--- config.mk ---
export PLATFORM = sky130hd
export DESIGN_NAME = neopix_tx
export DESIGN_NICKNAME = d
export VERILOG_FILES = /design/src/rtl/neopix_tx.sv
export SDC_FILE = /design/constraint.sdc
export NUM_CORES = 1
export LEC_CHECK = 0
export ABC_AREA = 0
export BUFFER_PORTS_ARGS = -buffer_cell sky130_fd_sc_hd__buf_2
export CORE_MARGIN = 10
export CORE_UTILIZATION = 63
export CTS_CLUSTER_SIZE = 28
export DETAILED_ROUTE_END_ITERATION = 16
export PLACE_DENSITY = 0.95
export SYNTH_ARGS = -nofsm -noshare
export SYNTH_HDL_FRONTEND = slang
export SYNTH_SLANG_ARGS = --single-unit
--- constraint.sdc ---
create_clock -name clk -period 7.5 [get_ports clk]
set_clock_uncertainty 0.2 [all_clocks]
set_input_delay 1.125 -clock clk [delete_from_list [all_inputs] [get_ports clk]]
set_output_delay 1.125 -clock clk [all_outputs]
set_load 0.05 [all_outputs]
--- src/rtl/neopix_tx.sv ---
// -----------------------------------------------------------------------------
// neopix_tx -- WS2812 / NeoPixel serializer.
//
// On a start pulse the block pulls NUM_LEDS 24-bit GRB words from a
// valid/ready stream and shifts each one out MSB-first as NRZ pulse pairs:
// the line is high for T1H ('1') or T0H ('0') cycles and then low for the
// remainder of a TBIT-cycle bit slot. After the last bit the line is held low
// for TRST cycles so the strip latches, then a one-cycle done pulse is given.
//
// Ports:
//   clk        system clock
//   rst        asynchronous, active-high reset
//   start      one-cycle frame request, honoured only while idle
//   pix_data   GRB pixel word, bit 23 transmitted first
//   pix_valid  pix_data valid
//   pix_ready  word accepted on a cycle with pix_valid && pix_ready
//   dout       registered NeoPixel data line
//   busy       high from the cycle after an accepted start until done
//   done       one-cycle pulse when the latch gap completes
//   underflow  one-cycle pulse on the first cycle of each input stall
// -----------------------------------------------------------------------------
module neopix_tx #(
  parameter int NUM_LEDS = 4,
  parameter int T0H      = 20,
  parameter int T1H      = 40,
  parameter int TBIT     = 63,
  parameter int TRST     = 2750
) (
  input  logic        clk,
  input  logic        rst,
  input  logic        start,
  input  logic [23:0] pix_data,
  input  logic        pix_valid,
  output logic        pix_ready,
  output logic        dout,
  output logic        busy,
  output logic        done,
  output logic        underflow
);

  localparam int CYC_MAX = (TBIT > TRST) ? TBIT : TRST;
  localparam int CYC_W   = $clog2(CYC_MAX + 1);
  localparam int PIX_W   = $clog2(NUM_LEDS + 1);

  typedef enum logic [2:0] {
    S_IDLE,
    S_LOAD,
    S_HIGH,
    S_LOW,
    S_LATCH
  } state_e;

  state_e             state_q,    state_d;
  logic [CYC_W-1:0]   cyc_q,      cyc_d;
  logic [4:0]         bit_idx_q,  bit_idx_d;
  logic [PIX_W-1:0]   pix_left_q, pix_left_d;
  logic [23:0]        shift_q,    shift_d;
  logic               dout_q,     dout_d;
  logic               done_q,     done_d;
  logic               stall_q,    stall_d;

  // High and low durations of the bit currently at the top of the shifter.
  logic [CYC_W-1:0]   th;
  logic [CYC_W-1:0]   tl;

  // NOTE: every signal written here gets a default before the case statement,
  // so no path leaves a value unassigned and no latch is inferred.
  always_comb begin
    state_d    = state_q;
    cyc_d      = cyc_q;
    bit_idx_d  = bit_idx_q;
    pix_left_d = pix_left_q;
    shift_d    = shift_q;
    done_d     = 1'b0;

    th = shift_q[23] ? CYC_W'(T1H) : CYC_W'(T0H);
    // Bit 0 gives one low cycle to the LOAD (or LATCH) state that follows,
    // keeping the bit period at exactly TBIT across pixel boundaries.
    tl = CYC_W'(TBIT) - th - ((bit_idx_q == 5'd0) ? CYC_W'(1) : CYC_W'(0));

    unique case (state_q)
      S_IDLE: begin
        // A start coinciding with the done pulse is dropped; the next cycle
        // is the first one that can begin a new frame.
        if (start && !done_q) begin
          state_d    = S_LOAD;
          pix_left_d = PIX_W'(NUM_LEDS);
        end
      end

      S_LOAD: begin
        if (pix_valid) begin
          shift_d    = pix_data;
          bit_idx_d  = 5'd23;
          cyc_d      = '0;
          pix_left_d = pix_left_q - PIX_W'(1);
          state_d    = S_HIGH;
        end
      end

      S_HIGH: begin
        if (cyc_q == th - CYC_W'(1)) begin
          cyc_d   = '0;
          state_d = S_LOW;
        end else begin
          cyc_d = cyc_q + CYC_W'(1);
        end
      end

      S_LOW: begin
        if (cyc_q == tl - CYC_W'(1)) begin
          cyc_d = '0;
          if (bit_idx_q != 5'd0) begin
            shift_d   = {shift_q[22:0], 1'b0};
            bit_idx_d = bit_idx_q - 5'd1;
            state_d   = S_HIGH;
          end else if (pix_left_q != '0) begin
            state_d = S_LOAD;
          end else begin
            state_d = S_LATCH;
          end
        end else begin
          cyc_d = cyc_q + CYC_W'(1);
        end
      end

      S_LATCH: begin
        if (cyc_q == CYC_W'(TRST - 1)) begin
          cyc_d   = '0;
          done_d  = 1'b1;
          state_d = S_IDLE;
        end else begin
          cyc_d = cyc_q + CYC_W'(1);
        end
      end

      default: state_d = S_IDLE;
    endcase

    // The line is driven from the next state so that dout_q is high exactly
    // while state_q is HIGH, straight from a flop with no decode glitches.
    dout_d  = (state_d == S_HIGH);
    stall_d = (state_q == S_LOAD) && !pix_valid;
  end

  // NOTE: state registers use non-blocking assignments so every flop samples
  // the pre-edge values of the others, independent of statement order.
  always_ff @(posedge clk or posedge rst) begin
    if (rst) begin
      state_q    <= S_IDLE;
      cyc_q      <= '0;
      bit_idx_q  <= '0;
      pix_left_q <= '0;
      shift_q    <= '0;
      dout_q     <= 1'b0;
      done_q     <= 1'b0;
      stall_q    <= 1'b0;
    end else begin
      state_q    <= state_d;
      cyc_q      <= cyc_d;
      bit_idx_q  <= bit_idx_d;
      pix_left_q <= pix_left_d;
      shift_q    <= shift_d;
      dout_q     <= dout_d;
      done_q     <= done_d;
      stall_q    <= stall_d;
    end
  end

  assign pix_ready = (state_q == S_LOAD);
  assign busy      = (state_q != S_IDLE);
  assign underflow = pix_ready && !pix_valid && !stall_q;
  assign dout      = dout_q;
  assign done      = done_q;

endmodule

Word-level counts from Yosys, hierarchy flattened. Cells that the tools add are included.

Register bits: 50. Bits in latches: 0. Memory bits (writable): 0. Bits in read-only memories: 0. Input bits: 28. Output and inout bits: 5. Word-level logic and storage cells: 72. Memories kept: 0.

Add/sub/neg operators: 7. Multipliers: 0. Div/mod/pow operators: 0. $lt $le $gt $ge: 0. Equal/unequal tests: 12. Shifts and indexed selects: 0. Multiplexer cells: 28. Bitwise operators: 0. Reduce and logical (&&, ||, !) cells: 17.

Operators with widths (count): 24-bit 2-to-1 mux (3); 12-bit 2-to-1 mux (4); 12-bit case mux with 4 select lines (1); 24-bit case mux with 2 select lines (1); 3-bit 2-to-1 mux (9); 12-bit == test (2); 5-bit 2-to-1 mux (3); 3-bit case mux with 5 select lines (1); 12-bit by 1-bit adder with 12-bit output, second input constant (1); 12-bit == test, second input constant (1); 5-bit case mux with 2 select lines (1); 3-bit by 2-bit == test with 1-bit output, second input constant (3); 8-bit by 2-bit subtractor with 9-bit output, second input constant (1); 2-bit inequality test, second input constant (4); 7-bit by 2-bit subtractor with 8-bit output (1); 6-bit by 1-bit subtractor with 7-bit output, second input constant (1); 6-bit by 6-bit subtractor with 7-bit output, first input constant (1); 6-bit 2-to-1 mux (1); 3-bit case mux with 2 select lines (1); 3-bit nonzero test (2); 5-bit zero test (1); 5-bit nonzero test (1); 5-bit by 1-bit subtractor with 5-bit output, second input constant (1); 4-bit AND reduction (1); other kinds (11) (18).

Depth between registers and ports, before layout. Gate-level depths: netlist of the first run.

Depth after elaboration: 8. Mapped depth: 9. Gate-level depth less buffers: 7.

Worst setup path after synthesis of the first run. No wires, ideal clock.

Path kind: flip-flop to output port. Start point: register state_q[2]. End point: output underflow. Arrival: 2.857 ns. Data required time: 6.175 ns. Slack: 3.318 ns. Stages on the path, launching flop included: 5. Buffers on the path: 1. Cell sequence: dfrtp_1 > clkbuf_1 > nor3b_1 > nor2b_1 > nor2b_1.

Cells in the longest elaborated chain, start to end: 3.

RTL lines: from (decl) (RTL line 53) `state_e state_q, state_d;`; from (signal assigned) (RTL line 159) `state_q <= state_d;`; 3-bit by 1-bit == test with 1-bit output (RTL line 170) `assign pix_ready = (state_q == S_LOAD);`; named net pix_ready (RTL line 34) `output logic pix_ready,`; 1-bit logical AND (RTL line 172) `assign underflow = pix_ready && !pix_valid && !stall_q;`; named net stall_d (RTL line 60) `logic stall_q, stall_d;`; 1-bit logical AND (RTL line 172); to (decl) (RTL line 38) `output logic underflow`.

The timed path passes the listed nets, and every way through them passes these cells.

Worst setup path in the final report of the first run.
Start point: register bit_idx_q[0]. End point: register bit_idx_q[4].

Cells in the longest elaborated chain, start to end: 7. Elaborated cells on any way between the ends: 13. Those cells by class: 3 x add/sub; 3 x eq/ne; 4 x mux; 3 x reduce/logical.

RTL lines: from (decl) (RTL line 55) `logic [4:0] bit_idx_q, bit_idx_d;`; from (signal assigned) (RTL line 161) `bit_idx_q <= bit_idx_d;`; 5-bit zero test (RTL line 79) `tl = CYC_W'(TBIT) - th - ((bit_idx_q == 5'd0) ? CYC_W'(1) : CYC_W'(0));`; 1-bit 2-to-1 mux (RTL line 79); 7-bit by 2-bit subtractor with 8-bit output (RTL line 79); 8-bit by 2-bit subtractor with 9-bit output (RTL line 111) `if (cyc_q == tl - CYC_W'(1)) begin`; 12-bit == test (RTL line 111); 2-bit inequality test (no source line); 4-bit AND reduction (no source line).

Parallel ways exist; a longest one is shown, timed or not. The select of a mux whose other input is x is not followed. A chain may end at the register's enable or synchronous reset.

==> run summary, run 1 <==
Final Power -> 0.4708 mW
vias in the first global route -> 2304
DIE AREA -> 7658 um^2
power density over cell area -> 152.0 nW/um^2
fraction of layout instances using a drive strength above 1 -> 24.43%
top_reg_cell synth -> dfrtp_1
post-synthesis cell area -> 2872 um^2
global route overflow -> 0
initial antenna violation count -> 0
dpl cell area -> 2988 um^2
syn_nets -> 322
largest net degree at the start of global routing -> 51
Setup violations, final -> 0
worst endpoint data arrival time -> 3610 ps
CP Capture Type -> register
CTS root buffer -> clkbuf_8
latest clock arrival within the worst-skew pair -> 310 ps
slew margin rel. -> 23.86%
Post-CTS Setup Bufs -> 0
DPL Wire Length -> 4515 um
post-CTS resize count -> 0
worst slack, placed -> 4010 ps
Filler cells -> 333
Total Nets Final -> 340
fmax -> 279.1 MHz
antenna viol nets, final -> 0
CTS H-tree depth -> 2
antenna fix cells -> 0
gr usage total -> 17.12%
non-filler cells, final -> 359
Worst setup SP type -> register
Detailed Route WL -> 6268 um
#FFs+latches synth -> 50
min Tclk post-route -> 3583 ps
CP Class -> register to register
DR WL/cell -> 17.46 um
CTS clk-pin slew, worst paths -> 90 ps
Mapped Cells -> 288
router iterations before antenna repair -> 4
max-cap violation count -> 0
Synth Warn # -> 0
Netlist cell types -> 54
Initial Utilization -> 65.50%
CTS tree -> built
DRC viols -> 0
VDD IR-drop max -> 0.1001 mV
TritonCTS Sinks -> 50
final clock period utilization by the worst path -> 47.77%
Seq/Total Area, Yosys -> 43.57%
initial drt markers -> 164
asr flop ratio synth -> 100.0%
crit path max fanout -> 29
Area Overhead vs Synth -> 7.843%
Post-synth EDFFs -> 0
cts hold-fix bufs -> 0
Required @ worst endpoint -> 7530 ps
utilization after layout -> 70.63%
Core Area -> 4384 um^2
drt via density -> 6.315
final-report max-slew violation count -> 0
first-pass GRT wire length -> 10750 um
syn_area_per_cell -> 9.971 um^2
RSZ-0062 raised after global routing -> false
final setup TNS -> 0 ps
status -> completed
fin worst setup slack -> 3917 ps
Placer Congestion -> 0.8433
chip width -> 87.51 um
cell area after layout -> 3097 um^2
clk buf depth -> 2
most common library cell in the layout ignoring fill and taps -> dfrtp_1
Die Y -> 87.51 um
IO Count -> 33
placed insts -> 351
Num CTS Buffers -> 5
Via Count -> 2267
port buffer count -> 32
measured slew at the worst slew-check pin -> 1136 ps
reg-to-reg slack, setup -> 3920 ps
Pleak -> 1.399 nW
commonest cells after routing, fill and taps aside -> dfrtp_1 (50), nand3_1 (34), buf_2 (32), mux2i_1 (25), o21ai_0 (22)
hold_ws -> 306.2 ps
count of final hold-check violations -> 0
# rows -> 24
Min-Delay Path Class -> register to register
## metal layers
metal	track usage, %	vias up	share of wire, %
li1	-	1083	-
met1	21.61	1099	43
met2	27.78	69	50
met3	3.090	16	4.8
met4	7.826	0	2.2
met5	0	-	0
## cell usage after synthesis (all sizes together) (2+ instances only)
library cell  number  area, um^2
o31ai              4       30.03
nand3             34       170.2
and2               3       20.03
dfrtp             50        1251
inv               10       37.54
a21o               2       15.01
mux2i             25       250.2
o211ai             2       15.01
o21a               2       15.01
nor3b              5       37.54
or3                3       18.77
nand2             14       52.55
clkbuf            10       37.54
nor4b              2       38.78
a21oi              6       33.78
nand3b             4       30.03
xnor2              3       26.28
or2                3       18.77
or3b               4       35.04
o32ai              2       17.52
o21ai             39       259.0
nand2b             4       25.02
nand4              2       12.51
xor2               3       26.28
and3b              2       17.52
ha                 6       75.07
or4                3       30.03
buf               11       71.31
and3               2       12.51
nor2              10       45.04
or4b               2       20.02
nor4               4       25.02
nor2b              2       12.51
## where the power goes
group          internal, mW  switching [mW]  total (mW)
clock network        0.0982          0.0894       0.188
logic               0.00567         0.00766      0.0133
registers             0.270        0.000278       0.270
total                 0.373          0.0973       0.471
## final cells by class
cell class / instances / area [um^2] / area share (%)
Clock buffer: 5 / 68.82 / 2.222
Clock inverter: 3 / 40.04 / 1.293
Inverter: 10 / 37.54 / 1.212
Multi-Input combinational cell: 207 / 1474 / 47.60
Sequential cell: 50 / 1251 / 40.40
Tap cell: 52 / 65.06 / 2.101
Timing Repair Buffer: 32 / 160.2 / 5.172
## registers in the layout (all words and copies together) (netlist names)
| name | count |
|---|---|
| cyc_q | 12 |
| stall_q | 1 |
| bit_idx_q | 5 |
| shift_q | 24 |
| state_q | 3 |
| dout | 1 |
| pix_left_q | 3 |
| done | 1 |
## worst max-delay path: stages, from the launching register on
cell,delay (ps)
dfrtp_1,380
inv_1,140
ha_1,190
nor4b_2,400
mux2i_1,370
nand4b_1,930
or4_1,790
nand3_1,100
## final timing paths
kind | start | endpoint | cells past startpoint
hold / removal | shift_q[10] | shift_q[10] | 2
max in group asynchronous | rst | cyc_q[4] | 2
setup reg to reg | bit_idx_q[0] | bit_idx_q[4] | 7
min in group asynchronous | rst | pix_left_q[0] | 2
hold reg to reg | shift_q[10] | shift_q[10] | 2
setup / recovery | bit_idx_q[0] | bit_idx_q[4] | 7
## cells by family (layout without fill, tap and decap cells)
kind of cell	after synthesis	in the layout	share of synthesized area [%]
xor gates and xnor gates	6	6	1.830
AOI/OAI and AO/OA	65	65	16.03
buffers and inverters	31	50	5.098
and+or+nand+nor	105	105	22.14
DFF	50	50	43.57
adders and majority gates	6	6	2.614
muxes	25	25	8.715
Note: power is estimated with default switching activity, not from simulation.
==> inputs of run 2 (changes only) <==
--- a/config.mk
+++ b/config.mk
@@ -8,10 +8,10 @@
 export ABC_AREA = 0
 export BUFFER_PORTS_ARGS = -buffer_cell sky130_fd_sc_hd__buf_2
 export CORE_MARGIN = 10
-export CORE_UTILIZATION = 63
+export CORE_UTILIZATION = 58
 export CTS_CLUSTER_SIZE = 28
 export DETAILED_ROUTE_END_ITERATION = 16
-export PLACE_DENSITY = 0.95
+export PLACE_DENSITY = 0.9
 export SYNTH_ARGS = -nofsm -noshare
 export SYNTH_HDL_FRONTEND = slang
 export SYNTH_SLANG_ARGS = --single-unit
==> constraint.sdc (replaced) <==
create_clock -name clk -period 3.7 [get_ports clk]
set_clock_uncertainty 0.2 [all_clocks]
set_input_delay 0.555 -clock clk [delete_from_list [all_inputs] [get_ports clk]]
set_output_delay 0.555 -clock clk [all_outputs]
set_load 0.05 [all_outputs]
==> run 2 against run 1 <==
Cell count grew 5.0%. Critical path depth is 2 higher. Routed wire length is 4.0% higher. Count of clock-buffer cells in the layout increased by 1. Via count increased by 1.1%. Setup slack worse by 3200 ps. Combinational power is 110% higher. Utilization decreased by 4.8 points. Sequential cell count unchanged. Global-route usage shrank 1.3 points. Total power increased by 97%. Non-clock buffer count up 3.
==> run summary, run 2 (synthesis results as in run 1) <==
Seq pwr share -> 59.1% (+1.8 points)
largest registers -> shift_q: 24 flops, cyc_q: 12 flops, bit_idx_q: 5 flops
combinational share of power -> 3.0% (+0.2 points)
Required @ worst endpoint -> 3670 ps (-3860 ps)
global route overflow -> 0 (unchanged)
utilization after layout -> 65.79% (-4.8 points)
crit path max fanout -> 18 (-38%)
port buffer count -> 32 (unchanged)
status -> completed
initial antenna violation count -> 0 (unchanged)
Core Area -> 4755 um^2 (+8.4%)
Num CTS Buffers -> 5 (unchanged)
RSZ-0062 raised after global routing -> false
worst endpoint data arrival time -> 2910 ps (-700 ps)
power density over cell area -> 296.1 nW/um^2 (+95%)
initial drt markers -> 227 (+38%)
Placer Congestion -> 0.8929 (+5.9%)
final setup TNS -> 0 ps (unchanged)
cts hold-fix bufs -> 0 (unchanged)
TritonCTS Sinks -> 50 (unchanged)
VDD IR-drop max -> 0.2222 mV (+120%)
Post-CTS Setup Bufs -> 0 (unchanged)
min Tclk post-route -> 2941 ps (-641.6 ps)
DRC viols -> 0 (unchanged)
gr usage total -> 15.82% (-1.3 points)
antenna viol nets, final -> 0 (unchanged)
CP Class -> register to register
routing usage on met3 -> 3.076% (-0.014 points)
Sw Ratio -> 23.08% (+2.4 points)
CTS root buffer -> clkbuf_8
Total Nets Final -> 343 (+0.88%)
GR Layer Usage met1 -> 20.47% (-1.1 points)
DIE AREA -> 8165 um^2 (+6.6%)
final-report max-slew violation count -> 0 (unchanged)
fraction of layout instances using a drive strength above 1 -> 25.16% (+0.73 points)
met2 usage -> 26.03% (-1.7 points)
first-pass GRT wire length -> 10900 um (+1.3%)
CTS tree -> built
Die Y -> 90.36 um (+3.3%)
clock share of power -> 38.0% (-1.8 points)
drt via density -> 6.082 (-3.7%)
antenna fix cells -> 0 (unchanged)
GR peak layer -> met2
clk buf depth -> 2 (unchanged)
Int Pwr -> 0.7124 mW (+91%)
router iterations before antenna repair -> 5 (+1)
max-cap violation count -> 0 (unchanged)
fmax -> 340.0 MHz (+22%)
largest net degree at the start of global routing -> 51 (unchanged)
Initial Utilization -> 60.39% (-5.1 points)
Switching Power -> 0.2138 mW (+120%)
most flop-heavy register -> shift_q
Area Overhead vs Synth -> 8.932%
DR WL/cell -> 17.29 um (-0.98%)
latest clock arrival within the worst-skew pair -> 310 ps (about the same)
post-CTS resize count -> 0 (unchanged)
Via Count -> 2293 (+1.1%)
count of final hold-check violations -> 0 (unchanged)
Worst setup SP type -> register
chip width -> 90.36 um (+3.3%)
slew margin rel. -> 29.95% (+6.1 points)
commonest cells after routing, fill and taps aside -> dfrtp_1 (50), nand3_1 (34), buf_2 (32), mux2i_1 (25), o21ai_0 (22)
CTS H-tree depth -> 2 (unchanged)
dpl cell area -> 3029 um^2 (+1.4%)
CTS clk-pin slew, worst paths -> 100 ps (about the same)
Largest register FFs -> 24 (unchanged)
vias in the first global route -> 2273 (-1.3%)
Min-Delay Path Class -> primary input to asynchronous set/reset pin
Pleak -> 1.402 nW (+0.26%)
most common library cell in the layout ignoring fill and taps -> dfrtp_1
CP Capture Type -> register
DPL Wire Length -> 4668 um (+3.4%)
final clock period utilization by the worst path -> 79.50% (+32 points)
cell area after layout -> 3128 um^2 (+1.0%)
# rows -> 25 (+4.2%)
IO Count -> 33 (unchanged)
worst reg-to-reg path cell count -> 9 (+2)
measured slew at the worst slew-check pin -> 1049 ps (-86.82 ps)
Detailed Route WL -> 6518 um (+4.0%)
Setup violations, final -> 0 (unchanged)
==> run 2: changes by cell type in the layout (fill, tap and decap cells not counted) <==
| cell | before | now |
|---|---|---|
| inv_6 | 0 | 1 |
| buf_4 | 0 | 3 |
| clkinvlp_4 | 0 | 1 |
| bufinv_16 | 1 | 0 |
| clkinv_2 | 2 | 0 |
| clkbuf_8 | 5 | 6 |
==> run 2: path summary, 6_finish.rpt <==
| kind | startpoint | end | slack [ps] |
|---|---|---|---|
| max | bit_idx_q[0] | shift_q[15] | 760 |
| min reg2reg | pix_left_q[1] | pix_left_q[1] | 300 |
| min | rst | shift_q[11] | 280 |
| min in group clk | pix_data[0] | shift_q[0] | 290 |
| max reg2reg | bit_idx_q[0] | shift_q[15] | 760 |
| max in group asynchronous | rst | cyc_q[7] | 2360 |
==> run 2: power groups by stage <==
stage	Sequential, mW	Clock, mW	Combinational, mW
after CTS	0.547	0.352	0.0284
after global placement	0.558	0	0.0276
after global routing	0.547	0.376	0.0309
final	0.547	0.352	0.0276
after floorplan	0.558	0	0.00989
after detailed placement	0.558	0	0.0282
==> run 2: per-layer routing <==
metal | vias to the layer above | routed length [um]
li1 | 1084 | -
met1 | 1125 | 2863
met2 | 76 | 3276
met3 | 8 | 288
met4 | 0 | 89
met5 | - | 0
==> run 2: cell type report <==
type	count	area, um^2
clock inverters	2	16.27
well taps	67	83.83
flip-flops and latches	50	1251
inverters	10	37.54
fillers	381	1627
clock buffers	6	82.58
multi-input cells	207	1474
repair buffers	35	182.7
==> run 2: stage by stage <==
| stage | instances | hold WS [ps] | total power [mW] | setup WS [ps] |
|---|---|---|---|---|
| floorplan | 288 | 249.8 | 0.5676 | 88.14 |
| global placement | 369 | 263.6 | 0.5854 | 924.9 |
| detailed placement | 369 | 284.9 | 0.5860 | 818.1 |
| CTS | 377 | 290.4 | 0.9278 | 773.3 |
| global route | 377 | 293.7 | 0.9541 | 504.2 |
| finish | 377 | 283.0 | 0.9262 | 758.7 |
==> run 2: worst max-delay path, cell delays in order, from the launching register on <==
cell and delay [ps]:
dfrtp_1 390, inv_1 160, ha_1 190, nor4b_2 210
buf_4 190, mux2i_1 380, nand4b_1 480, buf_4 380
nand3_1 100, o21ai_0 110
==> inputs of run 3 (changes only) <==
==> config.mk (replaced) <==
export PLATFORM = sky130hd
export DESIGN_NAME = neopix_tx
export DESIGN_NICKNAME = d
export VERILOG_FILES = /design/src/rtl/neopix_tx.sv
export SDC_FILE = /design/constraint.sdc
export NUM_CORES = 1
export LEC_CHECK = 0
export ABC_AREA = 1
export BUFFER_PORTS_ARGS = -buffer_cell sky130_fd_sc_hd__buf_2
export CORE_MARGIN = 10
export CORE_UTILIZATION = 54
export CTS_CLUSTER_SIZE = 28
export DETAILED_ROUTE_END_ITERATION = 16
export PLACE_DENSITY = 0.88
export SYNTH_ARGS = -nofsm -noshare
export SYNTH_HDL_FRONTEND = slang
export SYNTH_SLANG_ARGS = --single-unit
==> constraint.sdc (replaced) <==
create_clock -name clk -period 2.7 [get_ports clk]
set_clock_uncertainty 0.2 [all_clocks]
set_input_delay 0.405 -clock clk [delete_from_list [all_inputs] [get_ports clk]]
set_output_delay 0.405 -clock clk [all_outputs]
set_load 0.05 [all_outputs]
==> run 3 against run 2 <==
First-iteration DRC count down 42%. Setup slack got worse by 320 ps. Die area rose by 16%. Critical path depth grew 2. Area after synthesis grew 12%. Cell area grew 11%. Critical endpoint is now shift_q[9]. Largest cell class unchanged. Largest power group unchanged.
==> run summary, run 3 <==
status -> completed
DIE AREA -> 9461 um^2 (+16%)
most common library cell in the layout ignoring fill and taps -> nand2_1
global route overflow -> 0 (unchanged)
gr usage total -> 14.98% (-0.83 points)
Filler cells -> 517 (+36%)
dpl cell area -> 3377 um^2 (+11%)
most common cell in the synthesized netlist -> nand2_1
VDD IR-drop max -> 0.2399 mV (+8.0%)
Pleak -> 1.850 nW (+32%)
Seq/Total Area, Yosys -> 38.80% (-4.8 points)
crit path max fanout -> 41 (+23)
syn_area_per_cell -> 7.641 um^2 (-23%)
final setup TNS -> 0 ps (unchanged)
CTS root buffer -> clkbuf_8
placed insts -> 520 (+41%)
cell taking the most area after synthesis -> dfrtp_1
DRC viols -> 0 (unchanged)
first-pass GRT wire length -> 12030 um (+10%)
Synth Warn # -> 0 (unchanged)
CP Capture Type -> register
fin worst setup slack -> 442.8 ps (-315.9 ps)
Synth top area share -> 38.80% (-4.8 points)
Worst setup SP type -> register
post-synthesis cell area -> 3224 um^2 (+12%)
Core Area -> 5851 um^2 (+23%)
fmax -> 443.0 MHz (+30%)
WP buf/inv -> 3 (unchanged)
RSZ-0062 raised after global routing -> false
CP top delay family -> simple AND/OR/NAND/NOR gates
Worst Hold Depth -> 2
Final Power -> 1.275 mW (+38%)
min Tclk post-route -> 2257 ps (-684.1 ps)
#FFs+latches synth -> 50 (unchanged)
most flop-heavy register -> shift_q
drt via density -> 5.055 (-17%)
CTS tree -> built
port buffer count -> 32 (unchanged)
power density over cell area -> 365.8 nW/um^2 (+24%)
top cells by area, synth -> dfrtp_1 (39%), nand2_1 (12%), inv_1 (7.2%), o21ai_2 (6.0%), nand2_2 (4.7%)
Worst R2R Start -> bit_idx_q[0]
Netlist cell types -> 34 (-37%)
Area Overhead vs Synth -> 8.110%
Mapped Cells -> 422 (+47%)
non-filler cells, final -> 529 (+40%)
router iterations before antenna repair -> 6 (+1)
initial antenna violation count -> 0 (unchanged)
Placer Congestion -> 0.9297 (+4.1%)
chip width -> 97.27 um (+7.6%)
Post-CTS Setup Bufs -> 0 (unchanged)
Post-synth top cells -> nand2_1 (106), inv_1 (62), dfrtp_1 (50)
CTS clk-pin slew, worst paths -> 90 ps (about the same)
hold_ws -> 60.72 ps (-222.3 ps)
Num CTS Buffers -> 5 (unchanged)
Initial Utilization -> 55.11% (-5.3 points)
measured slew at the worst slew-check pin -> 715.0 ps (-334.3 ps)
DPL Wire Length -> 5156 um (+10%)
crit-path cells -> inv_1 -> ha_1 -> inv_1 -> nor2_1 -> nand3_1 -> nand2_1 -> nand4_4 -> nand2_8 -> buf_4 -> nand2_2 -> o21ai_2
FF/Latch Area -> 1251 um^2 (unchanged)
syn_nets -> 456 (+42%)
final clock period utilization by the worst path -> 83.60% (+4.1 points)
# rows -> 28 (+12%)
utilization after layout -> 59.58% (-6.2 points)
Die Y -> 97.27 um (+7.6%)
final-report max-slew violation count -> 0 (unchanged)
Min-Delay Path Class -> primary input to register
IO Count -> 33 (unchanged)
worst endpoint data arrival time -> 2310 ps (-600 ps)
commonest cells after routing, fill and taps aside -> nand2_1 (106), inv_1 (61), dfrtp_1 (50), nor2_1 (34), buf_2 (32)
DR WL/cell -> 13.03 um (-25%)
crit path max-delay cell type -> dfrtp_1
clk buf depth -> 2 (unchanged)
Setup violations, final -> 0 (unchanged)
antenna viol nets, final -> 0 (unchanged)
Detailed Route WL -> 6894 um (+5.8%)
worst slack, placed -> 446.2 ps (-371.9 ps)
Post-synth EDFFs -> 0 (unchanged)
hold_sp -> pix_valid
asr flop ratio synth -> 100.0% (unchanged)
largest registers -> shift_q: 24 flops, cyc_q: 12 flops, bit_idx_q: 5 flops
Via Count -> 2674 (+17%)
count of final hold-check violations -> 0 (unchanged)
reg-to-reg slack, setup -> 440 ps (-320 ps)
CP peak stage delay -> 400 ps (-80 ps)
worst reg-to-reg path cell count -> 11 (+2)
vias in the first global route -> 2667 (+17%)
Largest register FFs -> 24 (unchanged)
multi-input logic area -> 1579 um^2 (+7.1%)
CP Class -> register to register
worst hold endpoint -> stall_q
antenna fix cells -> 0 (unchanged)
max-cap violation count -> 0 (unchanged)
fraction of layout instances using a drive strength above 1 -> 25.33% (+0.17 points)
Total Nets Final -> 487 (+42%)
initial drt markers -> 131 (-42%)
CTS H-tree depth -> 2 (unchanged)
Required @ worst endpoint -> 2750 ps (-920 ps)
TritonCTS Sinks -> 50 (unchanged)
latest clock arrival within the worst-skew pair -> 320 ps (about the same)
slew margin rel. -> 52.16% (+22 points)
top_reg_cell synth -> dfrtp_1
cell area after layout -> 3486 um^2 (+11%)
largest net degree at the start of global routing -> 50 (-2.0%)
worst r2r dst -> shift_q[9]
Top cell by count, worst path -> inv_1
[run 3: changes by cell type in the layout (fill, tap and decap cells not counted), sizes merged, moves of 8 or more]
cell   delta
inv      +58
mux2i    -25
nor2     +32
o21ai    +14
nand3    -10
nand4     +8
nand2   +120
[run 3: worst max path at each step]
stage | end | depth (start not counted) | start
after floorplan | underflow | 5 | state_q[2]
after global placement | shift_q[9] | 11 | bit_idx_q[0]
after detailed placement | shift_q[9] | 11 | bit_idx_q[0]
after CTS | shift_q[9] | 11 | bit_idx_q[0]
after global routing | shift_q[8] | 11 | bit_idx_q[0]
final | shift_q[9] | 11 | bit_idx_q[0]
[run 3: cells by family (layout without fill, tap and decap cells)]
logic type      Yosys count  after routing  synth area share [%]
xor+xnor                  8              8                 2.173
fa+ha+maj                 6              6                 2.328
compound gates           61             61                 12.81
buf+inv                  82            114                 12.22
simple gates            215            215                 31.66
flops                    50             50                 38.80
[run 3: layer usage]
metal / up-vias / wire length [um] / share of wire (%) / global-route usage, %
li1: 1377 / - / - / -
met1: 1214 / 3011 / 44 / 18.03
met2: 75 / 3400 / 49 / 25.26
met3: 8 / 379 / 5.5 / 3.272
met4: 0 / 104 / 1.5 / 6.040
met5: - / 0 / 0 / 0
[run 3: layout make-up]
cell class / instances / area share, %
Sequential cell: 50 / 35.89
Inverter: 68 / 7.322
Clock inverter: 2 / 0.4666
Tap cell: 75 / 2.692
Multi-Input combinational cell: 290 / 45.30
Clock buffer: 6 / 2.369
Timing Repair Buffer: 38 / 5.958
[run 3: timing repair]
action | CTS | global route
hold endpoints to repair | 13 | 0
gates resized for setup | 0 | 0
hold buffers | 1 | 0
[run 3: power breakdown]
group | switching (mW) | total [mW] | internal, mW | leakage (nW)
registers | 0.000663 | 0.751 | 0.750 | 0.542
clock network | 0.269 | 0.480 | 0.211 | 0.0478
logic | 0.0253 | 0.0441 | 0.0189 | 1.26
total | 0.294 | 1.28 | 0.981 | 1.85
